<file path="src/rtl/mouse_cursor_overlay_pkg.sv">
// Shared VGA constants, cursor sprite codes and the arrow bitmap used by the overlay.
package mouse_cursor_overlay_pkg;

  localparam int COLOR_W   = 8;
  localparam int H_DISPLAY = 640;
  localparam int V_DISPLAY = 480;
  localparam int CUR_SIZE  = 16;
  localparam int CUR_BITS  = $clog2(CUR_SIZE);

  typedef logic [1:0] cur_code_t;

  localparam cur_code_t CUR_TRANSPARENT = 2'b00;
  localparam cur_code_t CUR_OUTLINE     = 2'b01;
  localparam cur_code_t CUR_FILL        = 2'b10;
  localparam cur_code_t CUR_INVERT      = 2'b11;

  // RGB332 field accessors.
  function automatic logic [2:0] rgb332_red(input logic [7:0] c);
    return c[7:5];
  endfunction

  function automatic logic [2:0] rgb332_green(input logic [7:0] c);
    return c[4:2];
  endfunction

  function automatic logic [1:0] rgb332_blue(input logic [7:0] c);
    return c[1:0];
  endfunction

  // Arrow: outlined triangle in rows 0..11, an inverting stem block in rows 12..15.
  function automatic cur_code_t cursor_arrow_code(input logic [3:0] row, input logic [3:0] col);
    cur_code_t code;
    if (row < 4'd12) begin
      if ((col == 4'd0) || (col == row)) begin
        code = CUR_OUTLINE;
      end else if (col < row) begin
        code = CUR_FILL;
      end else begin
        code = CUR_TRANSPARENT;
      end
    end else begin
      if (col < 4'd4) begin
        code = CUR_INVERT;
      end else begin
        code = CUR_TRANSPARENT;
      end
    end
    return code;
  endfunction

endpackage

</file>
<file path="src/rtl/mouse_cursor_overlay_if.sv">
// Pixel stream into the overlay and the final colour/sync stream out to the DAC.
interface mouse_cursor_overlay_if #(
  parameter int COLOR_W = 8
);
  logic               pixel_tick;
  logic [9:0]         pixel_x;
  logic [9:0]         pixel_y;
  logic               video_on;
  logic               hsync_in;
  logic               vsync_in;
  logic [COLOR_W-1:0] bg_color;
  logic [COLOR_W-1:0] rgb;
  logic               hsync_out;
  logic               vsync_out;

  modport master (
    output pixel_tick, pixel_x, pixel_y, video_on, hsync_in, vsync_in, bg_color,
    input  rgb, hsync_out, vsync_out
  );

  modport slave (
    input  pixel_tick, pixel_x, pixel_y, video_on, hsync_in, vsync_in, bg_color,
    output rgb, hsync_out, vsync_out
  );
endinterface

</file>
<file path="src/rtl/mouse_cursor_overlay_sprite_rom.sv">
// 256x2 cursor bitmap with a one-tick synchronous read, addressed {row, col}.
module cursor_sprite_rom
  import mouse_cursor_overlay_pkg::*;
(
  input  logic      i_clk,
  input  logic      i_rst_n,
  input  logic      i_en,
  input  logic [7:0] i_addr,
  output cur_code_t o_code
);

  cur_code_t r_code;

  always_ff @(posedge i_clk) begin
    if (!i_rst_n) begin
      r_code <= CUR_TRANSPARENT;
    end else if (i_en) begin
      r_code <= cursor_arrow_code(i_addr[7:4], i_addr[3:0]);
    end
  end

  assign o_code = r_code;

endmodule

</file>
<file path="src/rtl/mouse_cursor_overlay.sv">
// Overlays a 16x16 cursor sprite on the background and delays syncs to match the
// two-tick colour pipeline. Cursor moves only take effect at the frame boundary.
module mouse_cursor_overlay
  import mouse_cursor_overlay_pkg::*;
#(
  parameter logic [COLOR_W-1:0] COL_OUTLINE      = 8'h00,
  parameter logic [COLOR_W-1:0] COL_FILL         = 8'hFF,
  parameter logic [COLOR_W-1:0] COL_FILL_PRESSED = 8'hE0
) (
  input  logic                  i_clk,
  input  logic                  i_rst_n,
  mouse_cursor_overlay_if.slave vga,
  input  logic [9:0]            i_cursor_x,
  input  logic [9:0]            i_cursor_y,
  input  logic                  i_cursor_update,
  input  logic [2:0]            i_buttons
);

  localparam logic [9:0] X_MAX    = 10'(H_DISPLAY - 1);
  localparam logic [9:0] Y_MAX    = 10'(V_DISPLAY - 1);
  localparam logic [9:0] Y_COMMIT = 10'(V_DISPLAY);

  logic [9:0]         r_pend_x, r_pend_y, r_act_x, r_act_y;
  logic [2:0]         r_btn_pend;
  logic               r_btn_act;
  logic               r_video_d1, r_hs_d1, r_vs_d1, r_inbox_d1;
  logic [COLOR_W-1:0] r_bg_d1;
  logic [COLOR_W-1:0] r_rgb;
  logic               r_hs, r_vs;

  logic [9:0]          w_clamp_x, w_clamp_y;
  logic                w_commit;
  logic [10:0]         w_px_ext, w_py_ext, w_ax_ext, w_ay_ext;
  logic                w_in_box;
  logic [CUR_BITS-1:0] w_dx, w_dy;
  logic [7:0]          w_addr;
  cur_code_t           w_code;
  logic [COLOR_W-1:0]  w_rgb_next;

  assign w_clamp_x = (i_cursor_x > X_MAX) ? X_MAX : i_cursor_x;
  assign w_clamp_y = (i_cursor_y > Y_MAX) ? Y_MAX : i_cursor_y;
  assign w_commit  = vga.pixel_tick && (vga.pixel_x == 10'd0) && (vga.pixel_y == Y_COMMIT);

  // Non-blocking update means a coincident CursorUpdate is only seen at the next commit.
  always_ff @(posedge i_clk) begin
    if (!i_rst_n) begin
      r_pend_x   <= 10'd0;
      r_pend_y   <= 10'd0;
      r_act_x    <= 10'd0;
      r_act_y    <= 10'd0;
      r_btn_pend <= 3'd0;
      r_btn_act  <= 1'b0;
    end else begin
      r_btn_pend <= i_buttons;
      if (i_cursor_update) begin
        r_pend_x <= w_clamp_x;
        r_pend_y <= w_clamp_y;
      end
      if (w_commit) begin
        r_act_x   <= r_pend_x;
        r_act_y   <= r_pend_y;
        r_btn_act <= |r_btn_pend;
      end
    end
  end

  // 11-bit compares so a cursor near the right/bottom edge never wraps to 0.
  assign w_px_ext = {1'b0, vga.pixel_x};
  assign w_py_ext = {1'b0, vga.pixel_y};
  assign w_ax_ext = {1'b0, r_act_x};
  assign w_ay_ext = {1'b0, r_act_y};
  assign w_in_box = (w_px_ext >= w_ax_ext) && (w_px_ext < (w_ax_ext + 11'(CUR_SIZE))) &&
                    (w_py_ext >= w_ay_ext) && (w_py_ext < (w_ay_ext + 11'(CUR_SIZE)));
  assign w_dx     = CUR_BITS'(vga.pixel_x) - CUR_BITS'(r_act_x);
  assign w_dy     = CUR_BITS'(vga.pixel_y) - CUR_BITS'(r_act_y);
  assign w_addr   = {w_dy, w_dx};

  cursor_sprite_rom u_rom (
    .i_clk   (i_clk),
    .i_rst_n (i_rst_n),
    .i_en    (vga.pixel_tick),
    .i_addr  (w_addr),
    .o_code  (w_code)
  );

  always_ff @(posedge i_clk) begin
    if (!i_rst_n) begin
      r_video_d1 <= 1'b0;
      r_hs_d1    <= 1'b0;
      r_vs_d1    <= 1'b0;
      r_inbox_d1 <= 1'b0;
      r_bg_d1    <= {COLOR_W{1'b0}};
    end else if (vga.pixel_tick) begin
      r_video_d1 <= vga.video_on;
      r_hs_d1    <= vga.hsync_in;
      r_vs_d1    <= vga.vsync_in;
      r_inbox_d1 <= w_in_box;
      r_bg_d1    <= vga.bg_color;
    end
  end

  always_comb begin
    w_rgb_next = r_bg_d1;
    if (!r_video_d1) begin
      w_rgb_next = {COLOR_W{1'b0}};
    end else if (!r_inbox_d1) begin
      w_rgb_next = r_bg_d1;
    end else begin
      case (w_code)
        CUR_OUTLINE: w_rgb_next = COL_OUTLINE;
        CUR_FILL:    w_rgb_next = r_btn_act ? COL_FILL_PRESSED : COL_FILL;
        CUR_INVERT:  w_rgb_next = ~r_bg_d1;
        default:     w_rgb_next = r_bg_d1;
      endcase
    end
  end

  always_ff @(posedge i_clk) begin
    if (!i_rst_n) begin
      r_rgb <= {COLOR_W{1'b0}};
      r_hs  <= 1'b0;
      r_vs  <= 1'b0;
    end else if (vga.pixel_tick) begin
      r_rgb <= w_rgb_next;
      r_hs  <= r_hs_d1;
      r_vs  <= r_vs_d1;
    end
  end

  assign vga.rgb       = r_rgb;
  assign vga.hsync_out = r_hs;
  assign vga.vsync_out = r_vs;

endmodule

</file>
<file path="src/flat_wrapper.sv">
// flat-port wrapper written by rule: the top's interface ports become plain ports
module mouse_cursor_overlay_flat import mouse_cursor_overlay_pkg::*;
#(
  parameter logic [COLOR_W-1:0] COL_OUTLINE      = 8'h00,
  parameter logic [COLOR_W-1:0] COL_FILL         = 8'hFF,
  parameter logic [COLOR_W-1:0] COL_FILL_PRESSED = 8'hE0
)
  (i_clk, i_rst_n, i_cursor_x, i_cursor_y, i_cursor_update, i_buttons, vga_pixel_tick, vga_pixel_x, vga_pixel_y, vga_video_on, vga_hsync_in, vga_vsync_in, vga_bg_color, vga_rgb, vga_hsync_out, vga_vsync_out);
  mouse_cursor_overlay_if #(.COLOR_W(COLOR_W)) vga_i ();
  input  logic i_clk;
  input  logic i_rst_n;
  input  logic [9:0] i_cursor_x;
  input  logic [9:0] i_cursor_y;
  input  logic i_cursor_update;
  input  logic [2:0] i_buttons;
  input wire logic [$bits(vga_i.pixel_tick)-1:0] vga_pixel_tick;
  input wire logic [$bits(vga_i.pixel_x)-1:0] vga_pixel_x;
  input wire logic [$bits(vga_i.pixel_y)-1:0] vga_pixel_y;
  input wire logic [$bits(vga_i.video_on)-1:0] vga_video_on;
  input wire logic [$bits(vga_i.hsync_in)-1:0] vga_hsync_in;
  input wire logic [$bits(vga_i.vsync_in)-1:0] vga_vsync_in;
  input wire logic [$bits(vga_i.bg_color)-1:0] vga_bg_color;
  output wire logic [$bits(vga_i.rgb)-1:0] vga_rgb;
  output wire logic [$bits(vga_i.hsync_out)-1:0] vga_hsync_out;
  output wire logic [$bits(vga_i.vsync_out)-1:0] vga_vsync_out;
  assign vga_i.pixel_tick = vga_pixel_tick;
  assign vga_i.pixel_x = vga_pixel_x;
  assign vga_i.pixel_y = vga_pixel_y;
  assign vga_i.video_on = vga_video_on;
  assign vga_i.hsync_in = vga_hsync_in;
  assign vga_i.vsync_in = vga_vsync_in;
  assign vga_i.bg_color = vga_bg_color;
  assign vga_rgb = vga_i.rgb;
  assign vga_hsync_out = vga_i.hsync_out;
  assign vga_vsync_out = vga_i.vsync_out;
  mouse_cursor_overlay #(.COL_OUTLINE(COL_OUTLINE), .COL_FILL(COL_FILL), .COL_FILL_PRESSED(COL_FILL_PRESSED)) u_core (.i_clk(i_clk), .i_rst_n(i_rst_n), .vga(vga_i), .i_cursor_x(i_cursor_x), .i_cursor_y(i_cursor_y), .i_cursor_update(i_cursor_update), .i_buttons(i_buttons));
endmodule
</file>
<file path="config.mk">
export PLATFORM = sky130hd
export DESIGN_NAME = mouse_cursor_overlay_flat
export DESIGN_NICKNAME = d
export VERILOG_FILES = /design/src/rtl/mouse_cursor_overlay_pkg.sv /design/src/rtl/mouse_cursor_overlay_if.sv /design/src/rtl/mouse_cursor_overlay_sprite_rom.sv /design/src/rtl/mouse_cursor_overlay.sv /design/src/flat_wrapper.sv
export SDC_FILE = /design/constraint.sdc
export NUM_CORES = 1
export LEC_CHECK = 0
export BUFFER_PORTS_ARGS = -buffer_cell sky130_fd_sc_hd__buf_2
export CAP_MARGIN = 20
export CELL_PAD_IN_SITES_DETAIL_PLACEMENT = 1
export CELL_PAD_IN_SITES_GLOBAL_PLACEMENT = 2
export CORE_AREA = 2 2 107 109
export CTS_CLUSTER_DIAMETER = 100
export DETAILED_ROUTE_END_ITERATION = 10
export DIE_AREA = 0 0 109 111
export PLACE_DENSITY_LB_ADDON = 0.1
export REMOVE_ABC_BUFFERS = 1
export SYNTH_ARGS = -nofsm -noshare
export SYNTH_HDL_FRONTEND = slang
export SYNTH_SLANG_ARGS = --single-unit
</file>
<file path="constraint.sdc">
create_clock -name i_clk -period 3.18 [get_ports i_clk]
set_input_delay 0.159 -clock i_clk [delete_from_list [all_inputs] [get_ports i_clk]]
set_output_delay 0.159 -clock i_clk [all_outputs]
set_load 0.01 [all_outputs]
</file>
==> impl_metrics.py, run 1 <==
metrics = {
    "layout": {
        "synthToLayoutAreaGrowth_pct": 19.66,
        "final_cell_mix": "dfxtp_1, nand2_1, buf_2",
        "nets": 609,
        "drive_above_1_share": 0.1996,
        "fin_area_um2": 4644,
        "insertedDiodeCount": 0,
        "final_common_cell": "dfxtp_1",
    },
    "synth": {
        "syn_inst": 450,
        "async_flop_share": 0,
        "syn_area_per_cell_um2": 8.625,
        "ys_warn_count": 0,
        "synth_edf_count": 0,
        "synth_ff_type": "dfxtp_1",
        "syn_area_um2": 3881,
        "ys_types": 48,
        "synth_seq_cells": 68,
        "seq_area_frac_synth": 0.3507,
    },
    "placement": {
        "dp_hpwl_mm": 7.510,
        "place.gp.congestion": 0.7748,
        "dpl_cell_area_um2": 4320,
        "pre_cts_ws_ns": 0.9882,
        "io_buffers": 67,
    },
    "die": {
        "rows": 39,
        "ios": 68,
        "die_w_um": 109,
        "start_util": 0.3504,
        "design.core.area_um2": 11080,
        "die_h_um": 111,
        "dieArea_um2": 12100,
    },
    "setup_path": {
        "slowest_stage": "fa_1",
        "crit_chain": "ha_1 -> fa_1 -> xnor2_1 -> nor2b_1 -> o21ai_0 -> a21boi_0 -> o211ai_1 -> a21oi_1",
        "cp.arrival_ns": 2.43,
        "crit_path_end_kind": "flip-flop",
        "worstSetupPathType": "reg2reg",
        "required_ns": 3.44,
        "start_kind": "flip-flop",
        "crit_path_max_incr_delay_ns": 0.45,
        "worstPathMaxFanout": 4,
    },
    "global_route": {
        "grt_overflow": 0,
        "grt_pass1_vias": 3460,
        "grt_pass1_wl_mm": 16.90,
        "antenna_found_initial": 0,
        "grt_max_degree": 45,
        "track_usage": 0.1781,
    },
    "clock_tree": {
        "numClockSinks": 68,
        "cts_buffer_depth": 2,
        "hold_buffers": 0,
        "clock_latency_ns": 0.33,
        "cts_setup_buffers": 0,
        "tritoncts": "yes",
        "cts-resized-gates": 0,
        "htreeDepth": 3,
        "path_clk_slew_ns": 0.06,
        "cts_root_buf": "clkbuf_16",
        "numCtsBuffers": 9,
    },
    "min_path": {
        "min_path_type": "in2reg",
    },
    "sta": {
        "rsz0062_at_grt": "no",
        "max_freq_mhz": 459.6,
        "finalHoldViolations": 0,
        "relSlewSlack": 0.5145,
        "worst_slew_pin_slew_ns": 0.7282,
        "setup_viol": 0,
        "finalWorstSetupSlack_ns": 1.004,
        "drv_slew": 0,
        "fin_hold_ws_ns": 0.03913,
        "skew_ns": 0.005850,
        "finalSetupTns_ns": 0,
        "fin_crit_sh": 0.6841,
        "period_minus_slack_ns": 2.176,
    },
    "drt": {
        "drtAntennaViolNets": 0,
        "first_pass_iters": 4,
        "drt_iter0_markers": 89,
        "viasPerCell": 4.973,
        "drt_wl_total_mm": 9.950,
        "routedWlPerCell_um": 15.10,
        "drc": 0,
        "vias": 3277,
    },
    "run_status": {
        "status": "complete, no violations",
    },
    "power_and_ir_drop": {
        "power_density_nw_per_um2": 474.5,
        "fin_total_pwr_uw": 2204,
        "leakagePower_uw": 0.001910,
        "irDropWorstVdd_mv": 0.2149,
    },
    "job": {
        "cap_violations": 0,
    },
}
## layout make-up
type                       count  area (µm²)
clock buffer                   9       225.2
fill                        1306        6432
clock inverter                 7       98.84
timing repair buffer          70       357.8
sequential                    68        1361
multi-input combinational    328        2295
inverter                      34       127.6
tap                          143       178.9
## sequential cells by signal, summed over array words and instances, names as in the netlist, 2 cells and up
register,cells
u_core.vga.rgb,8
u_core.r_bg_d1,8
u_core.r_act_y,10
u_core.r_btn_pend,3
u_core.r_pend_y,10
u_core.u_rom.o_code,2
u_core.r_pend_x,10
u_core.r_act_x,10
## layer usage
metal	vias to the layer above	track usage	part of all wire
li1	1691	-	-
met1	1528	0.2429	0.49
met2	51	0.2816	0.47
met3	7	0.02822	0.032
met4	0	0.06410	0.012
met5	-	0	0
## power by group
part           switching, µW  internal [µW]  total (µW)
sequential              19.5            884         903
combinational            118            109         228
clock                    383            690        1070
total                    521           1680        2200
## path summary, 6_finish.rpt
kind | start | end | slack, ns | cells past startpoint
setup / recovery | u_core.r_act_x[0] | u_core.u_rom.o_code[1] | 1.00 | 8
hold reg to reg | u_core.r_pend_y[9] | u_core.r_pend_y[9] | 0.43 | 2
setup reg to reg | u_core.r_act_x[0] | u_core.u_rom.o_code[1] | 1.00 | 8
hold / removal | i_buttons[2] | u_core.r_btn_pend[2] | 0.04 | 2
## worst max-delay path: cells and delay by family (launching register included)
kind            cells  cell delay (ns)
compound gates      4             0.81
xor+xnor            1             0.26
fa+ha+maj           2             0.65
flops               1             0.31
simple gates        1             0.07
## Yosys cell counts, types with 2 or more instances
cell       number  area [µm²]
a211o_1         2       17.52
a21boi_0        6       45.04
a21boi_1       20       150.1
a21o_1          5       37.54
a21oi_1        22       110.1
a31oi_1         6       37.54
and2_1          7       43.79
buf_2           3       15.01
buf_6           2       22.52
clkbuf_1       13       48.80
dfxtp_1        68        1361
fa_1            2       40.04
ha_1           38       475.5
inv_1          34       127.6
mux2i_1        14       140.1
nand2_1        67       251.5
nand2b_1        7       43.79
nand3_1        13       65.06
nand3b_1        2       15.01
nor2_1         10       37.54
nor2b_1        23       143.9
nor3_1          2       10.01
nor4_1          2       12.51
o2111ai_1       3       26.28
o21a_1          7       52.55
o21ai_0        26       130.1
o221a_2        12       135.1
o22ai_1         4       25.02
xnor2_1        11       96.34
## metrics by stage
| stage | utilization | std cells |
|---|---|---|
| after detailed placement | 0.3900 | 643 |
| after floorplan | - | 430 |
| after CTS | 0.4193 | 659 |
| final | 0.4193 | 659 |
| after global routing | 0.4193 | 659 |
| after global placement | 0.3900 | 643 |
## kinds of logic (layout without fill, tap and decap cells)
logic type,after synthesis,count (layout),share of synthesized area
AO/OA/AOI/OAI,119,119,0.2095
XOR/XNOR,11,11,0.02482
adder cells (fa/ha/maj),40,40,0.1328
buffers and inverters,54,120,0.05803
flip-flops,68,68,0.3507
multiplexers,14,14,0.03610
AND/OR/NAND/NOR,144,144,0.1879
Power figures use the tool's default switching activity.
==> inputs of run 2 (changes only) <==
--- a/config.mk
+++ b/config.mk
@@ -9,10 +9,10 @@
 export CAP_MARGIN = 20
 export CELL_PAD_IN_SITES_DETAIL_PLACEMENT = 1
 export CELL_PAD_IN_SITES_GLOBAL_PLACEMENT = 2
-export CORE_AREA = 2 2 107 109
+export CORE_AREA = 2 2 117 119
 export CTS_CLUSTER_DIAMETER = 100
 export DETAILED_ROUTE_END_ITERATION = 10
-export DIE_AREA = 0 0 109 111
+export DIE_AREA = 0 0 119 121
 export PLACE_DENSITY_LB_ADDON = 0.1
 export REMOVE_ABC_BUFFERS = 1
 export SYNTH_ARGS = -nofsm -noshare
==> constraint.sdc (replaced) <==
create_clock -name i_clk -period 2 [get_ports i_clk]
set_input_delay 0.1 -clock i_clk [delete_from_list [all_inputs] [get_ports i_clk]]
set_output_delay 0.1 -clock i_clk [all_outputs]
set_load 0.01 [all_outputs]
==> run 2 against run 1 <==
Against the previous run: clock-buffer cell count increased by 2; combinational power grew 82%; critical endpoint unchanged; worst setup slack got worse by 0.95 ns; clock power rose by 45%; critical path depth rose by 2; hold slack got worse by 0.021 ns; largest cell class unchanged.
==> impl_metrics.py, run 2 (synthesis gave the netlist of run 1 again) <==
metrics = {
    "run_status": {
        "status": "complete, no violations",
    },
    "sta": {
        "relSlewSlack": 0.6533,
        "drv_slew": 0,
        "fin_hold_ws_ns": 0.01810,
        "setup_viol": 0,
        "worst_slew_pin_slew_ns": 0.5201,
        "rsz0062_at_grt": "yes",
        "max_freq_mhz": 512.7,
        "finalHoldViolations": 0,
        "fin_crit_sh": 0.9752,
        "skew_ns": 0.004559,
        "period_minus_slack_ns": 1.950,
        "finalWorstSetupSlack_ns": 0.04968,
    },
    "setup_path": {
        "crit_path_end_kind": "flip-flop",
        "reg2reg_from": "u_core.r_act_y[0]",
        "rrSetupSlack_ns": 0.05,
        "worst_r2r_endpoint": "u_core.u_rom.o_code[1]",
        "worstSetupPathType": "reg2reg",
        "rr_worst_depth": 10,
        "start_kind": "flip-flop",
        "cp.arrival_ns": 2.22,
        "worstPathMaxFanout": 2,
        "required_ns": 2.27,
    },
    "global_route": {
        "grt_pass1_wl_mm": 18.10,
        "grt_pass1_vias": 3669,
        "grt_overflow": 0,
        "antenna_found_initial": 0,
        "track_usage": 0.1602,
        "grt_max_degree": 30,
    },
    "clock_tree": {
        "numCtsBuffers": 9,
        "numClockSinks": 68,
        "cts_buffer_depth": 2,
        "tritoncts": "yes",
        "path_clk_slew_ns": 0.06,
        "htreeDepth": 3,
        "cts_root_buf": "clkbuf_16",
        "clock_latency_ns": 0.34,
    },
    "power_and_ir_drop": {
        "leakagePower_uw": 0.002034,
        "intPower_uw": 2571,
        "power_density_nw_per_um2": 680.1,
        "pwr-share-clk": 0.456,
        "irDropWorstVdd_mv": 0.3712,
        "swShare": 0.2435,
        "combPwrFrac": 0.122,
        "seqPwrFrac": 0.423,
        "p_sw_uw": 827.5,
    },
    "die": {
        "rows": 42,
        "die_w_um": 119,
        "dieArea_um2": 14400,
        "start_util": 0.2966,
        "design.core.area_um2": 13090,
        "ios": 68,
        "die_h_um": 121,
    },
    "min_path": {
        "hp-start": "vga_bg_color[6]",
        "holdPathStages": 3,
        "hold_path_end": "u_core.r_bg_d1[6]",
        "min_path_type": "in2reg",
    },
    "layout": {
        "nets": 630,
        "final_util": 0.3818,
        "final_cell_mix": "nand2_1, buf_2, dfxtp_1",
        "synthToLayoutAreaGrowth_pct": 28.72,
        "insertedDiodeCount": 0,
        "fin_area_um2": 4996,
        "drive_above_1_share": 0.2700,
    },
    "job": {
        "cap_violations": 0,
    },
    "placement": {
        "dpl_cell_area_um2": 4494,
        "io_buffers": 67,
        "dp_hpwl_mm": 8.412,
        "place.gp.congestion": 0.8096,
        "pre_cts_ws_ns": -0.1109,
    },
    "drt": {
        "routedWlPerCell_um": 15.07,
        "drc": 0,
        "viasPerCell": 4.805,
        "drtAntennaViolNets": 0,
        "drt_iter0_markers": 129,
        "vias": 3426,
        "first_pass_iters": 4,
        "drt_wl_total_mm": 10.75,
    },
}
run 2: cell types whose count changed in the layout (fill, tap and decap cells not counted), moves of 4 or more:
cell | previous run | this run
buf_4 | 3 | 20
ha_1 | 38 | 31
o21ai_0 | 26 | 21
ha_4 | 0 | 6
dfxtp_1 | 68 | 64
dfxtp_2 | 0 | 4
o21ai_1 | 1 | 5
run 2: through the flow:
step,instances,setup TNS [ns],total power (µW)
final,713,0,3398
after global routing,713,-0.2016,3591
after floorplan,430,0,1655
after CTS,711,0,3445
after detailed placement,692,-0.2336,1849
after global placement,692,-0.1059,1834
run 2: power groups by stage:
stage	logic, µW	clock network, µW	registers (µW)
floorplan	197	0	1460
global placement	369	0	1460
detailed placement	383	0	1470
CTS	398	1610	1440
global route	471	1680	1440
finish	414	1550	1440
run 2: timing repair:
item,in CTS,in global routing
resized for setup,18,22
setup endpoints to repair,3,3
pin swaps,4,9
buffers inserted,0,2
hold buffers,3,0
endpoints found under the hold margin,3,0
run 2: layout make-up:
class,count,area [µm²]
fill,1536,8089
multi-input combinational,328,2459
sequential,68,1366
timing repair buffer,91,535.5
clock buffer,11,232.7
tap,176,220.2
inverter,34,130.1
clock inverter,5,52.55
run 2: routing by layer:
layer / GRT usage / routed length (µm) / vias to the layer above
met5: 0 / 0 / -
met4: 0.06101 / 152 / 0
li1: - / - / 1728
met3: 0.03618 / 328 / 8
met2: 0.2669 / 5133 / 49
met1: 0.2018 / 5134 / 1641
run 2: worst max-delay path, stage by stage, from the launching register on:
cell and delay, ns:
dfxtp_2 0.35, ha_4 0.15, inv_1 0.05, fa_2 0.52
inv_1 0.04, ha_1 0.27, o21ai_0 0.09, a21oi_1 0.09
nor2_1 0.11, o211ai_1 0.09, a21oi_1 0.13
run 2: worst max path at each step:
| stage | from | endpoint | slack, ns | depth (start not counted) |
|---|---|---|---|---|
| 4_1_cts | u_core.r_act_x[0] | u_core.u_rom.o_code[1] | 0.004 | 9 |
| 2_1_floorplan | u_core.r_act_x[4] | u_core.r_inbox_d1 | 0.08 | 8 |
| 5_1_grt | u_core.r_act_y[1] | u_core.u_rom.o_code[1] | -0.12 | 12 |
| 6_report | u_core.r_act_y[0] | u_core.u_rom.o_code[1] | 0.05 | 10 |
| 3_3_place_gp | u_core.r_act_x[4] | u_core.r_inbox_d1 | -0.09 | 8 |
| 3_5_place_dp | u_core.r_act_x[0] | u_core.u_rom.o_code[1] | -0.11 | 9 |
==> inputs of run 3 (changes only) <==
--- a/config.mk
+++ b/config.mk
@@ -9,10 +9,11 @@
 export CAP_MARGIN = 20
 export CELL_PAD_IN_SITES_DETAIL_PLACEMENT = 1
 export CELL_PAD_IN_SITES_GLOBAL_PLACEMENT = 2
-export CORE_AREA = 2 2 117 119
+export CORE_AREA = 2 2 115 117
+export CTS_BUF_LIST = sky130_fd_sc_hd__clkbuf_8
 export CTS_CLUSTER_DIAMETER = 100
 export DETAILED_ROUTE_END_ITERATION = 10
-export DIE_AREA = 0 0 119 121
+export DIE_AREA = 0 0 117 119
 export PLACE_DENSITY_LB_ADDON = 0.1
 export REMOVE_ABC_BUFFERS = 1
 export SYNTH_ARGS = -nofsm -noshare
==> constraint.sdc (replaced) <==
create_clock -name i_clk -period 2 [get_ports i_clk]
set_input_delay 0 -clock i_clk [delete_from_list [all_inputs] [get_ports i_clk]]
set_output_delay 0 -clock i_clk [all_outputs]
set_load 0.01 [all_outputs]
==> run 3 against run 2 <==
Against the previous run: global-route usage rose by 0.23 points; clock-buffer cell count fell by 2; worst setup slack got worse by 0.029 ns; maximum frequency is 1.5% lower; hold slack gained 0.022 ns; die area down 3.3%; via count grew 1.8%; clock skew grew 0.0037 ns; combinational power up 11%; cell area grew 4.1%; first-iteration DRC count is 7.0% lower; power down 16%.
==> impl_metrics.py, run 3 (synthesis gave the netlist of run 1 again) <==
metrics = {
    "clock_tree": {
        "tritoncts": "yes",
        "numCtsBuffers": 9,
        "htreeDepth": 3,
        "clock_latency_ns": 0.36,
        "cts_buffer_depth": 2,
        "numClockSinks": 68,
        "path_clk_slew_ns": 0.08,
        "cts_root_buf": "clkbuf_8",
    },
    "global_route": {
        "grt_overflow": 0,
        "antenna_found_initial": 0,
        "grt_max_degree": 43,
        "grt_pass1_wl_mm": 17.53,
        "grt_pass1_vias": 3548,
        "track_usage": 0.1626,
    },
    "setup_path": {
        "rrSetupSlack_ns": 0.02,
        "worst_r2r_endpoint": "u_core.u_rom.o_code[1]",
        "worstSetupPathType": "reg2reg",
        "startpoint": "u_core.r_act_y[1]",
        "cp.arrival_ns": 2.28,
        "rr_worst_depth": 12,
        "endpoint": "u_core.u_rom.o_code[1]",
        "crit_path_end_kind": "flip-flop",
        "slowest_stage": "dfxtp_2",
        "worstPathMaxFanout": 2,
        "reg2reg_from": "u_core.r_act_y[1]",
        "crit_path_max_incr_delay_ns": 0.36,
        "required_ns": 2.30,
        "crit_chain": "inv_4 -> ha_4 -> nor2b_4 -> o21ai_1 -> nand2b_1 -> xnor2_1 -> ha_1 -> o21ai_1 -> a21oi_1 -> nor2_1 -> o211ai_1 -> a21oi_1",
        "start_kind": "flip-flop",
    },
    "layout": {
        "regArea_um2": 1370,
        "fillers": 1514,
        "insertedDiodeCount": 0,
        "drive_above_1_share": 0.2677,
        "final_cell_mix": "nand2_1, buf_2, dfxtp_1",
        "final_util": 0.4039,
        "synthToLayoutAreaGrowth_pct": 33.98,
        "multiInputGateArea_um2": 2496,
        "fin_area_um2": 5200,
        "nets": 658,
    },
    "die": {
        "die_w_um": 117,
        "dieArea_um2": 13920,
        "rows": 42,
        "ios": 68,
        "die_h_um": 119,
        "start_util": 0.3015,
        "design.core.area_um2": 12870,
    },
    "power_and_ir_drop": {
        "p_sw_uw": 785.0,
        "seqPwrFrac": 0.502,
        "combPwrFrac": 0.161,
        "intPower_uw": 2072,
        "leakagePower_uw": 0.002107,
        "swShare": 0.2748,
        "pwr-share-clk": 0.337,
        "power_density_nw_per_um2": 549.5,
        "irDropWorstVdd_mv": 0.3031,
        "fin_total_pwr_uw": 2857,
    },
    "drt": {
        "drt_iter0_markers": 120,
        "vias": 3487,
        "first_pass_iters": 4,
        "routedWlPerCell_um": 14.71,
        "drc": 0,
        "viasPerCell": 4.712,
        "drt_wl_total_mm": 10.88,
        "drtAntennaViolNets": 0,
    },
    "placement": {
        "dpl_cell_area_um2": 4472,
        "io_buffers": 67,
        "dp_hpwl_mm": 7.936,
        "place.gp.congestion": 0.8364,
    },
    "sta": {
        "relSlewSlack": 0.6840,
        "setup_viol": 0,
        "max_freq_mhz": 505.3,
        "finalHoldViolations": 0,
        "rsz0062_at_grt": "yes",
        "worst_slew_pin_slew_ns": 0.4691,
        "period_minus_slack_ns": 1.979,
        "finalSetupTns_ns": 0,
        "fin_crit_sh": 0.9896,
        "drv_slew": 0,
        "skew_ns": 0.008249,
    },
    "run_status": {
        "status": "complete, no violations",
    },
    "min_path": {
        "min_path_type": "in2reg",
    },
    "job": {
        "cap_violations": 0,
    },
}
[run 3: cell types whose count changed in the layout (fill, tap and decap cells not counted), sizes merged]
| cell | before | now |
|---|---|---|
| buf | 88 | 84 |
| bufinv | 1 | 0 |
| dlygate4sd3 | 3 | 35 |
| clkinvlp | 1 | 0 |
| inv | 34 | 37 |
| clkbuf | 11 | 9 |
[run 3: worst max-delay path: cells and delay by family (launching register included)]
kind	cells	cell delay (ns)
flip-flops	1	0.36
AND/OR/NAND/NOR	3	0.32
AO/OA/AOI/OAI	5	0.52
XOR/XNOR	1	0.14
adder cells (fa/ha/maj)	2	0.53
buffers and inverters	1	0.05
[run 3: worst min-delay path by stage]
stage / startpoint / endpoint / slack, ns / cells past startpoint
floorplan: i_cursor_update / u_core.r_pend_y[9] / 0.07 / 1
global placement: i_buttons[2] / u_core.r_btn_pend[2] / 0.21 / 2
detailed placement: i_buttons[2] / u_core.r_btn_pend[2] / 0.21 / 2
CTS: i_cursor_y[5] / u_core.r_pend_y[5] / 0.01 / 4
global route: i_cursor_y[5] / u_core.r_pend_y[5] / 0.03 / 4
finish: i_cursor_y[5] / u_core.r_pend_y[5] / 0.04 / 4
[run 3: power groups by stage]
| stage | Combinational (µW) | Sequential [µW] | Clock, µW |
|---|---|---|---|
| global placement | 371 | 1460 | 0 |
| finish | 460 | 1430 | 964 |
| global route | 517 | 1440 | 1060 |
| detailed placement | 382 | 1470 | 0 |
| floorplan | 197 | 1460 | 0 |
| CTS | 447 | 1430 | 1010 |
[run 3: layer usage]
metal	wire length [µm]	GRT usage	vias up
met5	0	0	-
met4	138	0.06176	0
met3	279	0.03308	10
met2	5221	0.2663	48
met1	5245	0.2085	1639
li1	-	-	1790
[run 3: through the flow]
step	hold slack [ns]	worst slack [ns]	instances
after floorplan	0.07155	0.07721	430
after detailed placement	0.2140	-0.1130	689
after global placement	0.2107	-0.01566	689
final	0.03964	0.02088	740
after CTS	0.01340	-0.006299	739
after global routing	0.03363	-0.09118	740
[run 3: final cells by class]
type | instances | share of cell area
multi-input combinational | 328 | 0.4800
sequential | 68 | 0.2635
clock buffer | 9 | 0.02382
timing repair buffer | 119 | 0.1603
tap | 176 | 0.04235
clock inverter | 6 | 0.005053
inverter | 34 | 0.02502
[run 3: what timing repair did]
item                                    CTS  global route
buffers inserted                          0             2
pin swaps                                 3            18
endpoints found under the setup margin    3             3
gates cloned                              0             0
endpoints found under the hold margin    32             0
hold buffers                             35             0
resized for setup                        18            37
